File: src/rtl/dclkgen_pkg.sv
// rtl/dclkgen_pkg.sv - shared state encoding, default parameters and counter sizing for the display-clock sequencer
package dclkgen_pkg;

  typedef enum logic [2:0] {
    ST_IDLE      = 3'd0,
    ST_SETTLE    = 3'd1,
    ST_STEP      = 3'd2,
    ST_WAIT_SRDY = 3'd3,
    ST_WAIT_LOCK = 3'd4,
    ST_ERROR     = 3'd5
  } dclkgen_state_t;

  localparam int DEF_MODE_W      = 2;
  localparam int DEF_SYNC_STAGES = 3;
  localparam int DEF_STABLE_CYC  = 8;
  localparam int DEF_LOCK_CYC    = 16;
  localparam int DEF_TIMEOUT_CYC = 65535;
  localparam int DEF_MAX_RETRY   = 3;

  // Width able to hold 0..n inclusive, never narrower than one bit.
  function automatic int cnt_w(input int n);
    return (n < 1) ? 1 : $clog2(n + 1);
  endfunction

endpackage

File: src/rtl/dclkgen_seq_sync_ff.sv
// rtl/dclkgen_seq_sync_ff.sv - generic reset-to-0 flip-flop synchroniser chain
module sync_ff #(
  parameter int W      = 1,
  parameter int STAGES = 2
) (
  input  logic         i_clk,
  input  logic         i_rst,
  input  logic [W-1:0] i_d,
  output logic [W-1:0] o_q
);

  logic [W-1:0] r_chain [STAGES];

  always_ff @(posedge i_clk) begin
    if (i_rst) begin
      for (int i = 0; i < STAGES; i++) r_chain[i] <= '0;
    end else begin
      r_chain[0] <= i_d;
      for (int i = 1; i < STAGES; i++) r_chain[i] <= r_chain[i-1];
    end
  end

  assign o_q = r_chain[STAGES-1];

endmodule

File: src/rtl/dclkgen_seq.sv
// rtl/dclkgen_seq.sv - MMCM reconfiguration sequencer: debounces the mode request, steps the MMCM,
// waits for SRDY and a filtered lock, retries on timeout and reports busy/valid/error status
module dclkgen_seq
  import dclkgen_pkg::*;
#(
  parameter int MODE_W      = DEF_MODE_W,
  parameter int SYNC_STAGES = DEF_SYNC_STAGES,
  parameter int STABLE_CYC  = DEF_STABLE_CYC,
  parameter int LOCK_CYC    = DEF_LOCK_CYC,
  parameter int TIMEOUT_CYC = DEF_TIMEOUT_CYC,
  parameter int MAX_RETRY   = DEF_MAX_RETRY
) (
  input  logic              i_clk40,
  input  logic              i_crst,
  input  logic [MODE_W-1:0] i_resol,
  input  logic              i_srdy,
  input  logic              i_locked,
  output logic              o_sstep,
  output logic [MODE_W-1:0] o_state,
  output logic [MODE_W-1:0] o_cur_resol,
  output logic              o_busy,
  output logic              o_dclk_valid,
  output logic              o_err
);

  localparam int SW = cnt_w(STABLE_CYC);
  localparam int LW = cnt_w(LOCK_CYC);
  localparam int TW = cnt_w(TIMEOUT_CYC);
  localparam int RW = cnt_w(MAX_RETRY);

  logic [MODE_W-1:0] w_rsync;
  logic              w_lock_s;

  dclkgen_state_t    r_fsm, w_fsm_next;
  logic              w_retry;
  logic              w_timeout;
  logic              w_lock_done;
  logic              w_settle_done;

  logic [MODE_W-1:0] r_rsync_prev;
  logic [MODE_W-1:0] r_target;
  logic [MODE_W-1:0] r_cur_resol;
  logic [MODE_W-1:0] r_mode_out;
  logic [SW-1:0]     r_stable_cnt;
  logic [LW-1:0]     r_lock_cnt;
  logic [TW-1:0]     r_timer;
  logic [RW-1:0]     r_retry_cnt;
  logic              r_sstep;
  logic              r_busy;
  logic              r_dclk_valid;
  logic              r_err;

  sync_ff #(.W(MODE_W), .STAGES(SYNC_STAGES)) u_resol_sync (
    .i_clk (i_clk40),
    .i_rst (i_crst),
    .i_d   (i_resol),
    .o_q   (w_rsync)
  );

  sync_ff #(.W(1), .STAGES(2)) u_lock_sync (
    .i_clk (i_clk40),
    .i_rst (i_crst),
    .i_d   (i_locked),
    .o_q   (w_lock_s)
  );

  assign w_timeout     = (r_timer == TW'(TIMEOUT_CYC - 1));
  assign w_lock_done   = w_lock_s && (r_lock_cnt == LW'(LOCK_CYC - 1));
  assign w_settle_done = (w_rsync == r_rsync_prev) && (r_stable_cnt == SW'(STABLE_CYC - 1));

  always_ff @(posedge i_clk40) begin
    if (i_crst) r_fsm <= ST_WAIT_LOCK;
    else        r_fsm <= w_fsm_next;
  end

  // SRDY and lock take priority over a timeout landing in the same cycle.
  always_comb begin
    w_fsm_next = r_fsm;
    w_retry    = 1'b0;
    case (r_fsm)
      ST_IDLE:      if (w_rsync != r_cur_resol) w_fsm_next = ST_SETTLE;
      ST_SETTLE:    if (w_settle_done) w_fsm_next = (w_rsync == r_cur_resol) ? ST_IDLE : ST_STEP;
      ST_STEP:      w_fsm_next = ST_WAIT_SRDY;
      ST_WAIT_SRDY: begin
        if (i_srdy)         w_fsm_next = ST_WAIT_LOCK;
        else if (w_timeout) w_retry    = 1'b1;
      end
      ST_WAIT_LOCK: begin
        if (w_lock_done)    w_fsm_next = ST_IDLE;
        else if (w_timeout) w_retry    = 1'b1;
      end
      ST_ERROR:     w_fsm_next = ST_ERROR;
      default:      w_fsm_next = ST_ERROR;
    endcase
    if (w_retry) w_fsm_next = (r_retry_cnt < RW'(MAX_RETRY)) ? ST_STEP : ST_ERROR;
  end

  always_ff @(posedge i_clk40) begin
    if (i_crst) begin
      r_rsync_prev <= '0;
      r_target     <= '0;
      r_cur_resol  <= '0;
      r_mode_out   <= '0;
      r_stable_cnt <= '0;
      r_lock_cnt   <= '0;
      r_timer      <= '0;
      r_retry_cnt  <= '0;
      r_sstep      <= 1'b0;
      r_busy       <= 1'b0;
      r_dclk_valid <= 1'b0;
      r_err        <= 1'b0;
    end else begin
      r_rsync_prev <= w_rsync;

      if (r_fsm == ST_SETTLE && w_rsync == r_rsync_prev) r_stable_cnt <= r_stable_cnt + 1'b1;
      else                                                 r_stable_cnt <= '0;

      if (r_fsm == ST_SETTLE && w_fsm_next == ST_STEP) r_target <= w_rsync;

      if (r_fsm == ST_WAIT_LOCK && w_lock_s && !w_lock_done) r_lock_cnt <= r_lock_cnt + 1'b1;
      else                                                     r_lock_cnt <= '0;

      // Timer saturates so a stalled wait can never wrap into a false in-budget count.
      if (r_fsm == ST_STEP || (r_fsm == ST_WAIT_SRDY && i_srdy)) r_timer <= '0;
      else if (r_timer != TW'(TIMEOUT_CYC))                       r_timer <= r_timer + 1'b1;

      if (r_fsm == ST_WAIT_LOCK && w_lock_done) begin
        r_retry_cnt <= '0;
        r_cur_resol <= r_target;
      end else if (w_retry && w_fsm_next == ST_STEP) begin
        r_retry_cnt <= r_retry_cnt + 1'b1;
      end

      r_sstep <= (r_fsm == ST_STEP);
      if (r_fsm == ST_STEP) r_mode_out <= r_target;

      r_busy       <= !(w_fsm_next inside {ST_IDLE, ST_ERROR});
      r_dclk_valid <= (w_fsm_next == ST_IDLE) && w_lock_s;
      if (w_fsm_next == ST_ERROR) r_err <= 1'b1;
    end
  end

  assign o_sstep      = r_sstep;
  assign o_state      = r_mode_out;
  assign o_cur_resol  = r_cur_resol;
  assign o_busy       = r_busy;
  assign o_dclk_valid = r_dclk_valid;
  assign o_err        = r_err;

endmodule
File: config.mk
export PLATFORM = sky130hd
export DESIGN_NAME = dclkgen_seq
export DESIGN_NICKNAME = d
export VERILOG_FILES = /design/src/rtl/dclkgen_pkg.sv /design/src/rtl/dclkgen_seq_sync_ff.sv /design/src/rtl/dclkgen_seq.sv
export SDC_FILE = /design/constraint.sdc
export NUM_CORES = 1
export LEC_CHECK = 0
export ABC_CLOCK_PERIOD_IN_PS = 2500
export CAP_MARGIN = 10
export CORE_MARGIN = 2
export CORE_UTILIZATION = 58
export CTS_CLUSTER_SIZE = 24
export DETAILED_ROUTE_END_ITERATION = 6
export GPL_TIMING_DRIVEN = 1
export PLACE_DENSITY_LB_ADDON = 0.15
export SYNTH_ARGS = -nofsm -noshare
export SYNTH_HDL_FRONTEND = slang
export SYNTH_HIERARCHICAL = 1
export SYNTH_SLANG_ARGS = --single-unit
File: constraint.sdc
create_clock -name i_clk40 -period 2.5 [get_ports i_clk40]
set_input_delay 0.375 -clock i_clk40 [delete_from_list [all_inputs] [get_ports i_clk40]]
set_output_delay 0.375 -clock i_clk40 [all_outputs]
set_load 0.03 [all_outputs]
==> impl_metrics.ini, run 1 <==
[outcome]
status = complete, no violations

[cells_and_area]
layout_common_cells = 50 x dfxtp_1, 20 x nand2_1, 19 x a21oi_1
diodes = 0
layout-drive-gt1-share_pct = 8.55
finalNonFillerCells = 317
area_growth_pct = 12.5
final_nets = 280
layout_commonest_cell = dfxtp_1

[synthesis]
netlist_area_um2 = 2270
ys_warn_count = 6
ys_seq_area_share_pct = 44.1
yosysUniqueCellTypes = 53
synthFlopType = dfxtp_1
synth_edf_count = 0
synth.net_count = 266
synthCells = 254
synth.ff_latch_count = 50
async_flop_share_pct = 0
avgSynthCellArea_um2 = 8.93

[clocking]
cts_tree = done
clk_latency_ps = 310
clock-root-buffer = clkbuf_8
cts.clk_slew.worst_paths_ps = 90
hold_buffers = 0
h-tree-depth = 2
clock_sinks = 50
cts_buffers = 5
post_cts_resized = 0
clockBufferDepth = 2
cts_setup_buffers = 0

[critical_path]
reg2reg_from = r_timer[1]
critPathRequiredTime_ps = 2750
end_kind = flop
worst-path-max-fanout = 10
critPathKind = flop to flop
arrival_ps = 2320
crit_path_start_kind = flop
crit_path_start = r_timer[1]

[timing]
hold_viol_final = 0
slew_headroom_pct = 60.6
fin_skew_ps = 5.06
post-route-period-util_pct = 83.0
setup-violations-final = 0
fin_setup_tns_ps = 0
worstMarginPinSlew_ps = 585
rsz0062_at_grt = false
setup_ws_ps = 424
slew_violations = 0
fmax_ghz = 0.482
fin_crit_ps = 2080

[pwr]
powerDensity_nw_per_um2 = 599
p_leak_uw = 0.000924
p_total_uw = 1530
ir_drop_v = 0.000480

[run]
cap_violations = 0

[die]
fp.dieW_um = 66.5
fp.dieArea_um2 = 4430
io_pins = 14
die_height_um = 66.5
start_util_pct = 61.0
coreArea_um2 = 3720
fp-row-count = 22

[route]
vias = 1838
ant_nets = 0
drc = 0
wl_um = 4130
post_drt_wl_per_cell_um = 13.0
drt_iter0_drc = 95
viasPerCell = 5.80
drt-pass1-iter-count = 4

[place]
io_buffers = 13
hpwl_um = 3050
dp.cells = 309
gp_congestion = 0.820
dp_slack_ps = 478

[global_route]
grt_usage_pct = 22.0
gr-total-overflow = 0
antenna_found_initial = 0
grt_max_degree = 18
grt_pass1_vias = 1671
grt_pass1_wl_um = 7440

[min_path]
hold_path_class = flop to flop
hold_start = u_resol_sync/r_chain[0][2]
-- path summary, 6_finish.rpt --
kind | endpoint | slack, ps | depth (start not counted)
min | u_resol_sync/r_chain[0][4] | 440 | 1
min reg2reg | u_resol_sync/r_chain[0][4] | 440 | 1
max | r_timer[12] | 420 | 5
max reg2reg | r_timer[12] | 420 | 5
-- cell type report --
| type | instances | area [um2] |
|---|---|---|
| inverters | 10 | 37.5 |
| repair buffers | 16 | 153 |
| clock buffers | 5 | 68.8 |
| multi-input cells | 185 | 1190 |
| fillers | 306 | 1160 |
| flip-flops and latches | 50 | 1000 |
| well taps | 48 | 60.1 |
| clock inverters | 3 | 45.0 |
-- kinds of logic (layout without fill, tap and decap cells) --
kind of cell,count (synthesis),count (layout),share of synthesized area (%)
multiplexers,2,2,0.883
adder cells (fa/ha/maj),6,6,3.31
AND/OR/NAND/NOR,102,102,25.7
flip-flops,50,50,44.1
XOR/XNOR,8,8,3.09
buffers and inverters,19,34,3.59
AO/OA/AOI/OAI,67,67,19.3
-- routing by layer --
layer / vias up / global-route usage (%) / wire length, um
met1: 842 / 30.6 / 2120
met4: 0 / 9.95 / 87
met2: 32 / 33.4 / 1780
met5: - / 0 / 0
met3: 8 / 3.55 / 147
li1: 956 / - / -
-- metrics by stage --
| step | hold slack, ps | instance area, um2 | util, % |
|---|---|---|---|
| finish | 443 | 2550 | 68.7 |
| global route | 465 | 2550 | 68.7 |
| CTS | 446 | 2550 | 68.7 |
| detailed placement | 424 | 2440 | 65.6 |
| global placement | 416 | 2440 | 65.6 |
| floorplan | 414 | 2270 | - |
-- critical path, stage by stage (launching register included) --
cell and delay, ps:
dfxtp_1 400, ha_1 360, nand4_1 190, or3_1 490
or4_1 420, a21oi_1 140
-- power breakdown --
part           internal (uW)  leakage [uW]  switching (uW)
sequential               815      0.000406            18.6
clock                    298     0.0000504             275
combinational           51.8      0.000468            69.7
-- flip-flops by register name, indices dropped and copies added, names as in the netlist --
| name | cells |
|---|---|
| o_sstep | 1 |
| o_dclk_valid | 1 |
| o_busy | 1 |
| o_err | 1 |
| o_cur_resol | 2 |
| r_target | 2 |
| o_state | 2 |
| r_retry_cnt | 2 |
| u_lock_sync/r_chain | 2 |
| r_rsync_prev | 2 |
| u_resol_sync/r_chain | 6 |
| r_fsm | 3 |
| r_stable_cnt | 4 |
| r_lock_cnt | 5 |
| r_timer | 16 |
-- synth_stat cells (4+ instances only) --
library cell | count | area, um2
a211oi_1 | 4 | 30.0
nor2b_1 | 11 | 68.8
xor2_1 | 6 | 52.6
or3_1 | 4 | 25.0
nand3_1 | 8 | 40.0
ha_1 | 6 | 75.1
nor2_1 | 18 | 67.6
nand2_1 | 20 | 75.1
dfxtp_1 | 50 | 1000
inv_1 | 10 | 37.5
nor4_1 | 4 | 25.0
clkbuf_1 | 5 | 18.8
nand2b_1 | 4 | 25.0
nor3_1 | 7 | 35.0
o21ai_0 | 16 | 80.1
a21oi_1 | 19 | 95.1
a31oi_1 | 5 | 31.3
No activity file was read; power rests on OpenSTA's default activity.
==> run 2, diff against run 1 <==
--- a/config.mk
+++ b/config.mk
@@ -5,10 +5,10 @@
 export SDC_FILE = /design/constraint.sdc
 export NUM_CORES = 1
 export LEC_CHECK = 0
-export ABC_CLOCK_PERIOD_IN_PS = 2500
+export ABC_CLOCK_PERIOD_IN_PS = 1700
 export CAP_MARGIN = 10
 export CORE_MARGIN = 2
-export CORE_UTILIZATION = 58
+export CORE_UTILIZATION = 52
 export CTS_CLUSTER_SIZE = 24
 export DETAILED_ROUTE_END_ITERATION = 6
 export GPL_TIMING_DRIVEN = 1
==> constraint.sdc (replaced) <==
create_clock -name i_clk40 -period 1.7 [get_ports i_clk40]
set_input_delay 0.255 -clock i_clk40 [delete_from_list [all_inputs] [get_ports i_clk40]]
set_output_delay 0.255 -clock i_clk40 [all_outputs]
set_load 0.03 [all_outputs]
==> run 2 against run 1 <==
Compared with the run above: the flow now finishes with violations (setup timing); clock power grew 26%; non-clock buffer count is 47 higher; worst setup slack got worse by 520 ps; global-route usage increased by 0.94 points; first-iteration DRC count is 140% higher; die area is 11% higher; total power grew 46%; maximum frequency rose by 15%; wire length grew 28%; flip-flop and latch count stayed put; highest routed layer unchanged.
==> impl_metrics.ini, run 2 (synthesis results as in run 1) <==
[min_path]
hold_path_class = flop to flop
min_path_cells = 1

[global_route]
gr-total-overflow = 0
grt_pass1_wl_um = 9000
grt_usage_pct = 22.9
grt_max_degree = 17
grt_pass1_vias = 1972
antenna_found_initial = 0

[cells_and_area]
final_nets = 327
layout_common_cells = 48 x buf_4, 39 x dfxtp_1, 18 x nand2_1, 18 x nor2_1
top_register = r_timer
largest_reg_flops = 16
layout-drive-gt1-share_pct = 33.9
layout_commonest_cell = buf_4
postLayoutCoreUtil_pct = 72.1
area_growth_pct = 35.5
diodes = 0
reg_top3 = r_timer: 16 flops, u_resol_sync/r_chain: 6 flops, r_lock_cnt: 5 flops
nFillCells = 344

[clocking]
cts.clk_slew.worst_paths_ps = 90
clock-root-buffer = clkbuf_8
hold_buffers = 0
clock_sinks = 50
cts_buffers = 5
clockBufferDepth = 2
h-tree-depth = 2
cts_tree = done
clk_latency_ps = 300

[critical_path]
arrival_ps = 2050
critPathKind = flop to flop
crit_path_start_kind = flop
end_kind = flop
rr_worst_depth = 5
worst-path-max-fanout = 6
critPathRequiredTime_ps = 1950

[route]
viasPerCell = 5.78
post_drt_wl_per_cell_um = 14.4
drc = 0
drt_iter0_drc = 227
wl_um = 5310
drt-pass1-iter-count = 4
vias = 2127
ant_nets = 0

[die]
start_util_pct = 53.2
die_height_um = 70.1
io_pins = 14
fp.dieArea_um2 = 4910
fp.dieW_um = 70.1
fp-row-count = 24
coreArea_um2 = 4260

[outcome]
status = finished with violations
violations = setup timing

[pwr]
p_total_uw = 2230
ir_drop_v = 0.000467
powerDensity_nw_per_um2 = 725
p_leak_uw = 0.00121

[place]
io_buffers = 13
hpwl_um = 3730
gp_congestion = 0.854

[timing]
rsz0062_at_grt = true
setup_ws_ps = -98.2
slew_violations = 0
fin_skew_ps = 7.54
hold_viol_final = 0
post-route-period-util_pct = 106
slew_headroom_pct = 67.5
setup-violations-final = 4
fin_crit_ps = 1800
fmax_ghz = 0.556
holdWs_ps = 441
worstMarginPinSlew_ps = 483

[run]
cap_violations = 0
run 2: cell count changes in the layout (fill, tap and decap cells not counted), sizes merged:
| cell | before | now |
|---|---|---|
| bufinv | 1 | 0 |
| clkbuf | 5 | 6 |
| clkinv | 0 | 1 |
| buf | 3 | 50 |
| inv | 10 | 11 |
| clkinvlp | 2 | 0 |
run 2: worst paths after layout:
kind                                   start                          to  slack, ps
hold / removal    u_resol_sync/r_chain[0][1]  u_resol_sync/r_chain[0][3]        440
hold reg to reg   u_resol_sync/r_chain[0][1]  u_resol_sync/r_chain[0][3]        440
setup reg to reg                  r_timer[0]                 r_timer[13]       -100
setup / recovery                  r_timer[0]                 r_timer[13]       -100
run 2: power breakdown:
part | internal [uW] | switching (uW)
clock network | 329 | 393
registers | 1200 | 19.3
logic | 141 | 149
run 2: through the flow:
step / setup slack [ps] / instance area (um2) / TNS [ps] / cells
after floorplan: -19.8 / 2310 / -19.8 / 254
after global placement: -30.1 / 2770 / -41.1 / 352
after detailed placement: -61.5 / 2770 / -212 / 352
after CTS: -32.6 / 2920 / -58.7 / 363
after global routing: -136 / 3070 / -611 / 368
final: -98.2 / 3070 / -180 / 368
run 2: critical path, cell delays in order (launching register included):
cell and delay (ps):
dfxtp_4 370, buf_6 100, nand2_4 40, or4_4 560
or4_4 560, a21oi_2 120
run 2: timing repair:
action,CTS,global route
setup endpoints to repair,8,21
resized for setup,10,26
pin swaps,5,8
setup buffers,3,5
run 2: area by class of cell:
type | count | area [um2] | area share [%]
clock buffer | 6 | 82.6 | 2.69
clock inverter | 2 | 11.3 | 0.366
inverter | 10 | 37.5 | 1.22
sequential | 50 | 1020 | 33.3
multi-input combinational | 185 | 1340 | 43.6
timing repair buffer | 63 | 513 | 16.7
tap | 52 | 65.1 | 2.12
run 2: per-layer routing:
metal / up-vias / global-route usage (%) / part of all wire (%) / routed length (um)
li1: 1051 / - / - / -
met3: 9 / 4.33 / 5.1 / 270
met5: - / 0 / 0 / 0
met2: 62 / 36.3 / 46 / 2440
met1: 1005 / 31.5 / 47 / 2510
met4: 0 / 8.12 / 1.6 / 87
